[config.mk]
export PLATFORM = sky130hd
export DESIGN_NAME = qerv_rf_ram_arb
export DESIGN_NICKNAME = d
export VERILOG_FILES = /design/src/rtl/qerv_rf_arb_pkg.sv /design/src/rtl/qerv_rf_ram_arb.sv
export SDC_FILE = /design/constraint.sdc
export NUM_CORES = 1
export LEC_CHECK = 0
export CAP_MARGIN = 20
export CORE_UTILIZATION = 35
export DETAILED_ROUTE_END_ITERATION = 7
export PLACE_DENSITY = 0.8
export SLEW_MARGIN = 20
export SYNTH_ARGS = -nofsm -noshare
export SYNTH_HDL_FRONTEND = slang
export SYNTH_SLANG_ARGS = --single-unit
[constraint.sdc]
create_clock -name i_clk -period 1.9 [get_ports i_clk]
set_input_delay 0.38 -clock i_clk [delete_from_list [all_inputs] [get_ports i_clk]]
set_output_delay 0.38 -clock i_clk [all_outputs]
set_load 0.01 [all_outputs]
[src/rtl/qerv_rf_arb_pkg.sv]
// Shared types and default geometry for the register-file RAM arbiter.
// Defaults assume a 1-bit core (W=1) and four CSR slots in the RF RAM.
package qerv_rf_arb_pkg;

  localparam int RF_W         = 1;
  localparam int CSR_REGS     = 4;
  localparam int DEF_WIDTH    = 2 * RF_W;
  localparam int DEF_ADDR_W   = $clog2((32 + CSR_REGS) * 32 / DEF_WIDTH);
  localparam int DEF_HOLD_MAX = 15;

  typedef enum logic [1:0] {
    ST_IDLE = 2'd0,
    ST_PEND = 2'd1,
    ST_RD   = 2'd2,
    ST_ACK  = 2'd3
  } arb_state_e;

endpackage

[src/rtl/qerv_rf_ram_arb.sv]
// Core/host arbiter for the RF RAM: the core always wins, the host fills idle port cycles.
// Optional starvation status counter enabled by defining QERV_RF_ARB_STARVE_EN.
module qerv_rf_ram_arb
  import qerv_rf_arb_pkg::*;
#(
  parameter int WIDTH    = DEF_WIDTH,
  parameter int ADDR_W   = DEF_ADDR_W,
  parameter int HOLD_MAX = DEF_HOLD_MAX
) (
  input  logic              i_clk,
  input  logic              i_rst_n,
  input  logic [ADDR_W-1:0] i_c_waddr,
  input  logic [WIDTH-1:0]  i_c_wdata,
  input  logic              i_c_wen,
  input  logic [ADDR_W-1:0] i_c_raddr,
  input  logic              i_c_ren,
  output logic [WIDTH-1:0]  o_c_rdata,
  input  logic              i_h_req,
  input  logic              i_h_we,
  input  logic [ADDR_W-1:0] i_h_addr,
  input  logic [WIDTH-1:0]  i_h_wdata,
  output logic              o_h_ack,
  output logic [WIDTH-1:0]  o_h_rdata,
  output logic              o_h_busy,
  output logic              o_h_starve,
  output logic [ADDR_W-1:0] o_ram_waddr,
  output logic [WIDTH-1:0]  o_ram_wdata,
  output logic              o_ram_wen,
  output logic [ADDR_W-1:0] o_ram_raddr,
  output logic              o_ram_ren,
  input  logic [WIDTH-1:0]  i_ram_rdata
);

  arb_state_e        state_q, state_d;
  logic              h_we_q, h_we_d;
  logic [ADDR_W-1:0] h_addr_q, h_addr_d;
  logic [WIDTH-1:0]  h_wdata_q, h_wdata_d;
  logic [WIDTH-1:0]  h_rdata_q, h_rdata_d;
  logic              host_wr, host_rd;

  always_comb begin
    // NOTE: every signal gets a default before the case so no path leaves it unassigned (no latch).
    state_d   = state_q;
    h_we_d    = h_we_q;
    h_addr_d  = h_addr_q;
    h_wdata_d = h_wdata_q;
    h_rdata_d = h_rdata_q;
    host_wr   = 1'b0;
    host_rd   = 1'b0;
    unique case (state_q)
      ST_IDLE: begin
        if (i_h_req) begin
          h_we_d    = i_h_we;
          h_addr_d  = i_h_addr;
          h_wdata_d = i_h_wdata;
          state_d   = ST_PEND;
        end
      end
      // Each host access waits only on its own RAM port.
      ST_PEND: begin
        if (h_we_q) begin
          if (!i_c_wen) begin
            host_wr = 1'b1;
            state_d = ST_ACK;
          end
        end else if (!i_c_ren) begin
          host_rd = 1'b1;
          state_d = ST_RD;
        end
      end
      ST_RD: begin
        h_rdata_d = i_ram_rdata;
        state_d   = ST_ACK;
      end
      ST_ACK:  state_d = ST_IDLE;
      default: state_d = ST_IDLE;
    endcase
  end

  always_ff @(posedge i_clk or negedge i_rst_n) begin
    if (!i_rst_n) begin
      state_q   <= ST_IDLE;
      h_we_q    <= 1'b0;
      h_addr_q  <= '0;
      h_wdata_q <= '0;
      h_rdata_q <= '0;
    end else begin
      // NOTE: state registers use non-blocking assignment so all flops update from pre-edge values.
      state_q   <= state_d;
      h_we_q    <= h_we_d;
      h_addr_q  <= h_addr_d;
      h_wdata_q <= h_wdata_d;
      h_rdata_q <= h_rdata_d;
    end
  end

  // Core traffic passes straight through; the host only fills an idle port.
  assign o_ram_wen   = i_c_wen | host_wr;
  assign o_ram_waddr = i_c_wen ? i_c_waddr : h_addr_q;
  assign o_ram_wdata = i_c_wen ? i_c_wdata : h_wdata_q;
  assign o_ram_ren   = i_c_ren | host_rd;
  assign o_ram_raddr = i_c_ren ? i_c_raddr : h_addr_q;
  assign o_c_rdata   = i_ram_rdata;

  assign o_h_ack   = (state_q == ST_ACK);
  assign o_h_busy  = (state_q != ST_IDLE);
  assign o_h_rdata = h_rdata_q;

`ifdef QERV_RF_ARB_STARVE_EN
  localparam int CNT_W = $clog2(HOLD_MAX + 1);

  logic [CNT_W-1:0] cnt_q, cnt_d;
  logic             starve_q, starve_d;

  always_comb begin
    cnt_d    = cnt_q;
    starve_d = starve_q;
    if (state_q == ST_IDLE && state_d == ST_PEND) begin
      cnt_d = '0;
    end else if (state_q == ST_PEND) begin
      if (cnt_q != CNT_W'(HOLD_MAX)) cnt_d = cnt_q + 1'b1;
      if (cnt_d == CNT_W'(HOLD_MAX)) starve_d = 1'b1;
    end else if (state_q == ST_ACK) begin
      starve_d = 1'b0;
    end
  end

  always_ff @(posedge i_clk or negedge i_rst_n) begin
    if (!i_rst_n) begin
      cnt_q    <= '0;
      starve_q <= 1'b0;
    end else begin
      cnt_q    <= cnt_d;
      starve_q <= starve_d;
    end
  end

  assign o_h_starve = starve_q;
`else
  logic unused_hold_max;
  assign unused_hold_max = (HOLD_MAX > 0);
  assign o_h_starve      = 1'b0;
`endif

endmodule

==> impl_results.html <==
<table>
<tr><th>Metric</th><th>Value</th></tr>
<tr><th colspan="2">Worst setup path</th></tr>
<tr><td>CP max FO</td><td>3</td></tr>
<tr><td>CP startpoint kind</td><td>flip-flop</td></tr>
<tr><td>Crit path arrival time</td><td>1460 ps</td></tr>
<tr><td>Kind of end point of the critical path</td><td>output port</td></tr>
<tr><td>Data required time of the critical path</td><td>1520 ps</td></tr>
<tr><td>Classification of the worst setup path</td><td>reg2out</td></tr>
<tr><th colspan="2">Power</th></tr>
<tr><td>IR Drop Worst-Case VDD</td><td>0.4454 mV</td></tr>
<tr><td>Power, Total</td><td>2.103 mW</td></tr>
<tr><td>Pwr/cell area</td><td>1117 nW/um^2</td></tr>
<tr><td>Static power due to leakage</td><td>0.8697 nW</td></tr>
<tr><th colspan="2">Place</th></tr>
<tr><td>Pre-CTS worst setup slack</td><td>-349.4 ps</td></tr>
<tr><td>Number of instances in the placed design</td><td>183</td></tr>
<tr><td>Quantity of I/O buffers inserted on ports</td><td>between 70 and 80</td></tr>
<tr><td>Total half-perimeter wirelength after legalization and detailed placement</td><td>2.250 mm</td></tr>
<tr><td>Weighted congestion at the end of routability-driven global placement</td><td>0.6745</td></tr>
<tr><th colspan="2">STA</th></tr>
<tr><td>Maximum clock frequency</td><td>544.2 MHz</td></tr>
<tr><td>Final WS setup</td><td>62.53 ps</td></tr>
<tr><td>Final hold violation count</td><td>0</td></tr>
<tr><td>Maximum clock skew at final layout</td><td>9.541 ps</td></tr>
<tr><td>Number of max-slew violations in the final report</td><td>0</td></tr>
<tr><td>Final TNS setup</td><td>0 ps</td></tr>
<tr><td>RSZ-0062 raised after global routing</td><td>no</td></tr>
<tr><td>Setup violations, final</td><td>0</td></tr>
<tr><td>Post-route fraction of the period consumed by the critical path</td><td>0.9671</td></tr>
<tr><td>Time the worst path needs with I/O delays and setup</td><td>1837 ps</td></tr>
<tr><th colspan="2">Detailed routing</th></tr>
<tr><td>Remaining antenna violation count after routing</td><td>0</td></tr>
<tr><td>Vias per inst</td><td>4.912</td></tr>
<tr><td>Number of violations reported at the end of detailed-routing iteration 0</td><td>12</td></tr>
<tr><td>DRC</td><td>2</td></tr>
<tr><td>Per-cell routed wire length</td><td>15.75 um</td></tr>
<tr><td>Number of detailed-route iterations in the first pass</td><td>6</td></tr>
<tr><td>Count of vias placed by the detailed router</td><td>953</td></tr>
<tr><td>Total Routed Length</td><td>3.055 mm</td></tr>
<tr><th colspan="2">Synthesis</th></tr>
<tr><td>Count of distinct cell types in the synthesized netlist</td><td>18</td></tr>
<tr><td>Dominant combinational cell family by area after synthesis</td><td>multiplexers</td></tr>
<tr><td>Syn. warnings</td><td>0</td></tr>
<tr><td>Area share of xor/xnor cells in the synthesized design</td><td>0</td></tr>
<tr><td>Post-synthesis instance area</td><td>1056 sq um</td></tr>
<tr><td>Number of cells produced by synthesis</td><td>81</td></tr>
<tr><td>Multiplexer fraction of the synthesized cell area</td><td>0.4194</td></tr>
<tr><td>Net count of the mapped netlist</td><td>128</td></tr>
<tr><td>Synth Area in Simple Gates</td><td>0.01422</td></tr>
<tr><td>Avg Inst Size Synth</td><td>13.04 sq um</td></tr>
<tr><td>Adder and majority gate portion of the synthesized area</td><td>0.05924</td></tr>
<tr><td>Post-synthesis sequential element count</td><td>17</td></tr>
<tr><td>Proportion of synthesized chip area in sequential cells</td><td>0.4028</td></tr>
<tr><td>Compound-Gate Fraction of Synth Area</td><td>0.05095</td></tr>
<tr><th colspan="2">Layout</th></tr>
<tr><td>Final Util</td><td>0.6713</td></tr>
<tr><td>Area overhead of the layout relative to synthesis</td><td>78.32%</td></tr>
<tr><td>Share of final-layout standard cells stronger than drive strength 1</td><td>0.4049</td></tr>
<tr><td>Final Net Count</td><td>211</td></tr>
<tr><td>Most common cell after layout, fill and taps aside</td><td>clkdlybuf4s50_1</td></tr>
<tr><td>Antenna diode count</td><td>0</td></tr>
<tr><td>Final-layout fill cell count</td><td>229</td></tr>
<tr><td>Filler-free cell count of the finished design</td><td>around 190</td></tr>
<tr><td>Most used cells in the layout excluding fill and tap cells</td><td>clkdlybuf4s50_1 (43), mux2_2 (37), dfrtp_1 (17), dlygate4sd2_1 (17), buf_4 (10)</td></tr>
<tr><th colspan="2">Floorplanning</th></tr>
<tr><td>Starting Density</td><td>0.3764</td></tr>
<tr><td>Height of the chip</td><td>56.93 um</td></tr>
<tr><td>Die Area</td><td>3241 sq um</td></tr>
<tr><td>Placeable Area</td><td>2805 sq um</td></tr>
<tr><td>Number of primary I/O pins</td><td>73</td></tr>
<tr><td>Chip Width</td><td>approximately 57 um</td></tr>
<tr><td>Row cnt</td><td>19</td></tr>
<tr><th colspan="2">CTS</th></tr>
<tr><td>Buffer depth of the longest clock path</td><td>2</td></tr>
<tr><td>Clock-pin slew of the registers on the worst-case setup and hold paths</td><td>100 ps</td></tr>
<tr><td>Clk_lat worst skew</td><td>300 ps</td></tr>
<tr><td>CTS Buf Count</td><td>3</td></tr>
<tr><td>TritonCTS sink count</td><td>17</td></tr>
<tr><td>TritonCTS clock tree</td><td>built</td></tr>
<tr><td>Clock root cell</td><td>clkbuf_4</td></tr>
<tr><td>H-tree levels</td><td>1</td></tr>
<tr><th colspan="2">Hold path</th></tr>
<tr><td>Type of the worst min-delay path</td><td>in2async</td></tr>
<tr><th colspan="2">GRT</th></tr>
<tr><td>First-pass GRT wire length</td><td>5.078 mm</td></tr>
<tr><td>Initial antenna violation count</td><td>0</td></tr>
<tr><td>GR Util All Layers</td><td>0.2130</td></tr>
<tr><td>Vias in the first global route</td><td>1045</td></tr>
<tr><td>Overflow left after global routing</td><td>0</td></tr>
<tr><td>Maximum number of pins on one net before global-route repair</td><td>18</td></tr>
<tr><th colspan="2">Outcome</th></tr>
<tr><td>Violated checks</td><td>DRC</td></tr>
<tr><td>Run status</td><td>finished, violations left</td></tr>
<tr><th colspan="2">Run</th></tr>
<tr><td>Max-capacitance violation count</td><td>0</td></tr>
</table>
==> critical path: stages (launching register included) <==
cell and delay [ps]:
dfrtp_1 400, buf_4 150, ha_2 200, a21o_2 180, clkdlybuf4s15_1 240
==> final timing paths <==
check	start	to	slack (ps)	cells after the start
setup / recovery	state_q[0]	o_ram_wen	60	4
hold / removal	i_rst_n	h_wdata_q[0]	390	2
setup reg to reg	state_q[0]	state_q[1]	420	5
hold reg to reg	h_wdata_q[0]	h_wdata_q[0]	530	1
max in group asynchronous	i_rst_n	state_q[1]	1310	2
min in group i_clk	h_wdata_q[0]	h_wdata_q[0]	530	1
==> flip-flops by register name, indices dropped and copies added (netlist names) <==
signal	cells
h_we_q	1
h_addr_q	10
state_q	2
h_wdata_q	2
o_h_rdata	2
==> logic make-up (layout without fill, tap and decap cells) <==
kind of cell | Yosys count | after routing
compound gates | 6 | 6
fa+ha+maj | 5 | 5
buf+inv | 10 | 92
flops | 17 | 17
mux | 39 | 39
other cells | 1 | 1
simple gates | 3 | 3
==> final cells by class <==
cell class	instances	area (sq um)	share of cell area
multi-input cells	54	580.6	0.3083
inverters	4	15.01	0.007973
clock buffers	4	26.28	0.01395
well taps	31	38.79	0.02060
flip-flops and latches	17	425.4	0.2259
repair buffers	84	797.0	0.4233
==> routing by layer <==
layer	global-route usage	share of wire	vias to the layer above
li1	-	-	450
met1	0.2536	0.39	451
met2	0.3513	0.51	47
met3	0.06349	0.083	5
met4	0.1045	0.019	0
met5	0	0	-
==> where the power goes <==
group	internal (mW)	total [mW]	switching [mW]
Combinational	0.732	1.21	0.479
Sequential	0.552	0.698	0.146
Clock	0.0818	0.195	0.113
==> stage by stage <==
stage	hold slack (ps)	instance area (sq um)
global route	400.4	1883
floorplan	84.41	1056
global placement	484.5	1826
CTS	387.2	1883
finish	393.3	1883
detailed placement	498.7	1826
==> cell usage after synthesis <==
library cell,number,area share
nor2_1,1,0.0036
nand2_1,1,0.0036
a21oi_2,1,0.0083
mux2_2,37,0.39
mux2_4,1,0.014
ha_1,5,0.059
dfrtp_1,17,0.40
a211oi_1,1,0.0071
a21o_2,1,0.0083
inv_1,4,0.014
buf_2,3,0.014
a211oi_2,1,0.012
a21o_1,1,0.0071
and2b_1,1,0.0071
mux2_1,1,0.011
a2bb2oi_1,1,0.0083
buf_4,3,0.021
conb_1,1,0.0036
==> what timing repair did <==
item	CTS	global route
hold buffers	0	0
setup endpoints to repair	25	8
gates cloned	1	0
setup buffers	6	0
resized for setup	50	4
(Power assumes the default switching activity.)
